==> src/rtl/seg_capture_decoder.sv <==
// seg_capture_decoder
// Monitors a time-multiplexed, active-low 7-segment bus and recovers the hex
// nibble shown on each digit. A digit/segment pattern must be sampled
// identically on STABLE consecutive clock edges before it is committed, so
// ghosting during anode switching never reaches the outputs.
module seg_capture_decoder #(
  parameter int NDIG   = 4,
  parameter int STABLE = 4,
  parameter int IDXW   = 2
) (
  input  logic                  clk,
  input  logic                  rst,
  input  logic [NDIG-1:0]       an,
  input  logic [6:0]            seg,
  output logic [4*NDIG-1:0]     digits,
  output logic [NDIG-1:0]       dvalid,
  output logic [NDIG-1:0]       blank,
  output logic                  upd,
  output logic [IDXW-1:0]       upd_idx,
  output logic                  err
);

  // Stability counter only has to reach STABLE, then it saturates.
  localparam int CW = $clog2(STABLE + 1);
  localparam logic [CW-1:0] STABLE_C = CW'(STABLE);
  localparam logic [6:0]    SEG_BLANK = 7'h7F;

  // Segment pattern {g,f,e,d,c,b,a} (active-low) to {legal, nibble}.
  function automatic logic [4:0] seg_decode(input logic [6:0] s);
    logic [4:0] r;
    case (s)
      7'h40:   r = {1'b1, 4'h0};
      7'h79:   r = {1'b1, 4'h1};
      7'h24:   r = {1'b1, 4'h2};
      7'h30:   r = {1'b1, 4'h3};
      7'h19:   r = {1'b1, 4'h4};
      7'h12:   r = {1'b1, 4'h5};
      7'h02:   r = {1'b1, 4'h6};
      7'h78:   r = {1'b1, 4'h7};
      7'h00:   r = {1'b1, 4'h8};
      7'h10:   r = {1'b1, 4'h9};
      7'h08:   r = {1'b1, 4'hA};
      7'h03:   r = {1'b1, 4'hB};
      7'h46:   r = {1'b1, 4'hC};
      7'h21:   r = {1'b1, 4'hD};
      7'h06:   r = {1'b1, 4'hE};
      7'h0E:   r = {1'b1, 4'hF};
      default: r = 5'b0_0000;
    endcase
    return r;
  endfunction

  // A select is usable only when exactly one anode is driven low.
  function automatic logic sel_valid(input logic [NDIG-1:0] a);
    logic [NDIG-1:0] low;
    low = ~a;
    return (low != '0) && ((low & (low - NDIG'(1))) == '0);
  endfunction

  // Position of the low anode; only meaningful when sel_valid() holds.
  function automatic logic [IDXW-1:0] sel_index(input logic [NDIG-1:0] a);
    logic [IDXW-1:0] idx;
    idx = '0;
    for (int i = 0; i < NDIG; i++) begin
      if (!a[i]) idx = IDXW'(i);
    end
    return idx;
  endfunction

  logic [NDIG-1:0]   prev_an_q,  prev_an_d;
  logic [6:0]        prev_seg_q, prev_seg_d;
  logic [CW-1:0]     cnt_q,      cnt_d;
  logic [4*NDIG-1:0] digits_q,   digits_d;
  logic [NDIG-1:0]   dvalid_q,   dvalid_d;
  logic [NDIG-1:0]   blank_q,    blank_d;
  logic              upd_q,      upd_d;
  logic [IDXW-1:0]   upd_idx_q,  upd_idx_d;
  logic              err_q,      err_d;

  logic              valid;
  logic              same;
  logic              commit;
  logic [IDXW-1:0]   k;
  logic [4:0]        dec;

  // Next-state: stability tracking, commit detection and per-digit update.
  always_comb begin
    prev_an_d  = an;
    prev_seg_d = seg;
    cnt_d      = '0;
    digits_d   = digits_q;
    dvalid_d   = dvalid_q;
    blank_d    = blank_q;
    upd_d      = 1'b0;
    upd_idx_d  = upd_idx_q;
    err_d      = 1'b0;

    valid = sel_valid(an);
    k     = sel_index(an);
    same  = (an == prev_an_q) && (seg == prev_seg_q);
    dec   = seg_decode(seg);

    // Idle or multi-select leaves the counter at zero.
    if (valid) begin
      if (!same)                  cnt_d = CW'(1);
      else if (cnt_q == STABLE_C) cnt_d = cnt_q;
      else                        cnt_d = cnt_q + CW'(1);
    end

    // Commit only on the edge the counter reaches STABLE, not while it
    // sits saturated there (a change re-arms it, which covers STABLE=1).
    commit = valid && (cnt_d == STABLE_C) && (!same || (cnt_q != STABLE_C));

    if (commit) begin
      upd_d     = 1'b1;
      upd_idx_d = k;
      if (dec[4]) begin
        digits_d[4*int'(k) +: 4] = dec[3:0];
        dvalid_d[k]              = 1'b1;
        blank_d[k]               = 1'b0;
      end else if (seg == SEG_BLANK) begin
        dvalid_d[k] = 1'b0;
        blank_d[k]  = 1'b1;
      end else begin
        err_d       = 1'b1;
        dvalid_d[k] = 1'b0;
        blank_d[k]  = 1'b0;
      end
    end
  end

  // State registers; reset returns the previous sample to the idle pattern.
  always_ff @(posedge clk or posedge rst) begin
    if (rst) begin
      prev_an_q  <= '1;
      prev_seg_q <= '1;
      cnt_q      <= '0;
      digits_q   <= '0;
      dvalid_q   <= '0;
      blank_q    <= '0;
      upd_q      <= 1'b0;
      upd_idx_q  <= '0;
      err_q      <= 1'b0;
    end else begin
      prev_an_q  <= prev_an_d;
      prev_seg_q <= prev_seg_d;
      cnt_q      <= cnt_d;
      digits_q   <= digits_d;
      dvalid_q   <= dvalid_d;
      blank_q    <= blank_d;
      upd_q      <= upd_d;
      upd_idx_q  <= upd_idx_d;
      err_q      <= err_d;
    end
  end

  assign digits  = digits_q;
  assign dvalid  = dvalid_q;
  assign blank   = blank_q;
  assign upd     = upd_q;
  assign upd_idx = upd_idx_q;
  assign err     = err_q;

endmodule

==> config.mk <==
export PLATFORM = sky130hd
export DESIGN_NAME = seg_capture_decoder
export DESIGN_NICKNAME = d
export VERILOG_FILES = /design/src/rtl/seg_capture_decoder.sv
export SDC_FILE = /design/constraint.sdc
export NUM_CORES = 1
export LEC_CHECK = 0
export BUFFER_PORTS_ARGS = -buffer_cell sky130_fd_sc_hd__buf_2
export CAP_MARGIN = 10
export CORE_ASPECT_RATIO = 1.5
export CORE_MARGIN = 4
export CORE_UTILIZATION = 30
export DETAILED_ROUTE_END_ITERATION = 12
export GPL_ROUTABILITY_DRIVEN = 0
export SYNTH_ARGS = -nofsm -noshare
export SYNTH_HDL_FRONTEND = slang
export SYNTH_SLANG_ARGS = --single-unit
==> constraint.sdc <==
create_clock -name clk -period 2.7 [get_ports clk]
set_input_delay 0.405 -clock clk [delete_from_list [all_inputs] [get_ports clk]]
set_output_delay 0.405 -clock clk [all_outputs]
set_load 0.05 [all_outputs]
# Word level (Yosys, flattened, before mapping)
# Cells that the tools add are included.
# classes
n_eq_ne,21
n_bitwise,7
n_lt_le_gt_ge,2
n_reduce_logical,11
n_mux,17
n_shift,2
n_addsub,3
div_mod_pow,0
mul,0
# ops
op,n
$pmux 5 s16,1
$eq 7x7->1 const B,5
$neg 4->33,1
$shift 4x33->16 const A,1
$shiftx 4x33->16,1
$eq 7x5->1 const B,3
$eq 7x6->1 const B,3
$bwmux 16,1
$eq 7x2->1 const B,2
$eq 7x4->1 const B,2
$and 4x4->4,3
$mux 4,3
$mux 3,3
$not 4->4,2
$or 4x4->4,2
$eq 7x3->1 const B,1
$eq 7x7->1,1
$logic_not 7->1,1
$eq 3x3->1 const B,2
$mux 1,6
$logic_and 1x1->1,5
$eq 4x4->1,1
$logic_not 4->1,1
$mux 2,2
other kinds (10),10
# word_totals
ff_bits,42
mem_count,0
latch_bits,0
inputBits,13
rom_bits,0
mem_bits_rw,0
output_inout_bits,28

# Logic depth before layout (Yosys ltp)
# depth
depth_word,11
mapped_depth,8
mapped_depth_nobuf,7

# Worst setup path after synthesis
# Ideal clock, no wire load.
# synth_path
path_type,input to register
start,input port an[2]
end,"register digits_q[11], in the netlist digits[11]"
slack_ps,592
t_arrival_ps,1983
path_stages,6
n_path_buf,1
setup_time_ps,125
path_cell_list,buf_6 -> xor2_2 -> nor4_4 -> nand4_4 -> a311oi_4 -> mux2_4
# synth_between
elab_chain_cells,10
# synth_rtl
item,line,text
start: declaration,13,"input logic [NDIG-1:0] an,"
$not 4->4,56,low = ~a;
$sub 4x1->4,57,return (low != '0) && ((low & (low - NDIG'(1))) == '0);
$and 4x4->4,57,
$logic_not 4->1,57,
$logic_and 1x1->1,57,
$mux 3,104,if (valid) begin
$eq 3x3->1,112,commit = valid && (cnt_d == STABLE_C) && (!same || (cnt_q != STABLE_C));
$logic_and 1x1->1 (2 in series),112,
$reduce_and 2->1 (no source line),-,
end signal: assignment,148,digits_q <= digits_d;
end: declaration,73,"logic [4*NDIG-1:0] digits_q, digits_d;"
# Several ways; a longest one is shown, not always the timed one.
# A chain may end at the register's enable or synchronous reset.

# Final worst setup path
# layout_path
start,register cnt_q[0]
end,"register digits_q[11], in the netlist digits[11]"
# layout_between
elab_chain_cells,8
# layout_rtl
item,line,text
start: declaration,72,"logic [CW-1:0] cnt_q, cnt_d;"
start signal: assignment,147,cnt_q <= cnt_d;
$add 3x1->3 or $eq 3x3->1 (tied branches),"107, 106",
$mux 3,106,else if (cnt_q == STABLE_C) cnt_d = cnt_q;
$mux 3,105,if (!same) cnt_d = CW'(1);
$mux 3,104,
$eq 3x3->1,112,
$logic_and 1x1->1,112,
$logic_and 1x1->1 (*),112,
$reduce_and 2->1 (no source line) (*),-,
# Every way passes the cells marked *; elsewhere a longest branch is shown, timed or not.

==> impl_metrics.toml <==
[status]
outcome = "completed"

[grt]
grt_max_degree = 19
track_usage = 0.116
met3_usage = 0.0149
use_met1 = 0.132
grt_antenna_before_repair = 0
top_usage_layer = "met2"
gr-usage-met2 = 0.217
grt_pass1_wl_um = 9560
grt_pass1_vias = 1958
grt_overflow = 0

[routing]
post_drt_wl_per_cell_um = 14.9
vias = 1855
drc = 0
drtIter0Drc = 107
drtPass1Iterations = 4
vias_per_cell = 4.86
totalWireLength_um = 5700
antenna_left = 0

[critical_path]
start_kind = "register"
end_kind = "register"
crit_arrival_ns = 2.50
path_class = "register to register"
r2r_start = "cnt_q[0]"
cp_max_fo = 6
worstRegToRegCells = 7
r2r_slack_ns = 0.37
slowest_stage = "a311oi_4"
max_stage_delay_ns = 0.40
path_cells = "inv_1 > ha_1 > nand2b_1 > mux2i_1 > nand4b_1 > a311oi_4 > mux2_4"
required_ns = 2.87
r2r_end = "digits[11]"

[cts]
clk_path_buf_depth = 2
cts_sinks = 42
cts_resized = 0
cts_tree = "yes"
clkLatencyLatePin_ns = 0.29
root_buffer = "clkbuf_16"
numCtsBuffers = 5
clkTransAtPathRegs_ns = 0.06
cts_setup_buffers = 0
htreeDepth = 2
cts_hold_buffers = 0

[timing]
report.final.slew_viol_count = 0
maxSlewHeadroom = 0.550
setup_violations = 0
setup_tns_ns = 0
hold_viol_final = 0
clock.fmax_mhz = 428
fin_crit_sh = 0.864
finClkSkew_ns = 0.00874
fin_hold_ws_ns = 0.203
rsz0062_at_grt = "false"
post-route-min-period_ns = 2.33
worst_slew_pin_slew_ns = 0.670

[synthesis]
synth_most_common_cell = "dfrtp_1"
synth_xor_area_frac = 0.0536
syn_avg_cell_area_um2 = 11.0
synth_area_um2 = 2590
synth_top_area_cell = "dfrtp_1"
yosys.area_share.simple = 0.186
synth_top_family_by_area = "simple AND/OR/NAND/NOR gates"
synthAdderAreaFrac = 0.0483
ys_ff_latch = 42
synth_top_area_frac = 0.299
ys_types = 51
synth_edf_count = 0
synth_compound_area_frac = 0.134
synthMuxAreaShare = 0.112
synth_warnings = 0
synth_commonest_cells = "31 x dfrtp_1, 20 x inv_1, 14 x mux2i_1, 14 x nand2_1, 14 x o21ai_0"
ys_seq_area_frac = 0.411
syn-num-nets = 258
synthArstFlopShare = 1.00
synth_top_flop_cell = "dfrtp_1"
synth_cells = 235
synth_area_leaders = "dfrtp_1 30%, dfstp_2 11%, mux2i_1 5.4%, ha_1 4.8%, a311oi_4 4.1%"

[pwr]
p_per_area_nw_per_um2 = 463
p_leak_nw = 1.36
finalPower_w = 0.00140
peakVddDrop_v = 0.000226

[cells_and_area]
finalInstanceArea_um2 = 3020
syn_to_final_growth_pct = 16.6
nNetsFinal = 297
drive_gt1_frac = 0.316
antenna_cells = 0
fin_util = 0.359

[flow_run]
cap_violations = 0

[min_path]
hold_class = "primary input to async pin"

[floorplanning]
initial_utilization = 0.308
core_um2 = 8410
die_w_um = 83.9
die_h_um = 122
rows = 41
io_pins = 41
dieArea_um2 = 10200

[placement]
hpwl_um = 4450
port_buffers = 40
place_area_um2 = 2880
placed cells by master (no fill, tap or decap), drive strengths merged, types with 3 or more instances in the layout:
cell type / instances
nand4: 3
nor3b: 3
nand3: 13
o21ai: 14
nor2b: 5
dfrtp: 31
ha: 10
a311oi: 4
dfstp: 11
nor4: 5
o211ai: 3
clkbuf: 6
inv: 22
mux2: 12
nand4b: 3
xor2: 12
mux2i: 14
nand2: 14
nor2: 4
xnor2: 3
buf: 43
nor3: 11
cell families (layout without fill, tap and decap cells):
family,after synthesis,in the layout
AOI/OAI and AO/OA,34,34
muxes,26,26
adders and majority gates,10,10
buffers and inverters,31,71
xor gates and xnor gates,15,15
DFF,42,42
and+or+nand+nor,77,77
stage by stage:
stage | cells | setup WS, ns
after CTS | 382 | 0.366
final | 382 | 0.366
after global routing | 382 | 0.221
after detailed placement | 374 | 0.291
after global placement | 374 | 0.347
after floorplan | 235 | 0.592
power by group:
part | internal (W) | switching, W
Clock | 0.000344 | 0.000244
Sequential | 0.000646 | 0.00000502
Combinational | 0.0000521 | 0.000108
layer usage:
layer / share of wire / wire length, um
met1: 0.41 / 2340
met3: 0.026 / 150
met2: 0.54 / 3100
met4: 0.019 / 110
met5: 0 / 0
how the worst max path moves through the flow:
stage | to | start | depth (start not counted)
floorplan | digits[11] | an[2] | 6
global route | digits[11] | cnt_q[0] | 7
global placement | digits[7] | seg[5] | 6
detailed placement | digits[15] | seg[4] | 6
CTS | digits[11] | cnt_q[0] | 7
finish | digits[11] | cnt_q[0] | 7
final cells by class:
cell class              count  area, um2
inverters                  20       75.1
flip-flops and latches     42       1060
well taps                 107        134
multi-input cells         162       1380
clock buffers               6        129
fillers                   891       5390
clock inverters             2       12.5
repair buffers             43        223
critical path, delay by kind of cell, from the launching register on:
kind	cells	cell delay, ns
muxes	2	0.71
AOI/OAI and AO/OA	1	0.40
and+or+nand+nor	2	0.39
buffers and inverters	1	0.10
DFF	1	0.39
adders and majority gates	1	0.21
No activity file was read; power rests on OpenSTA's default activity.
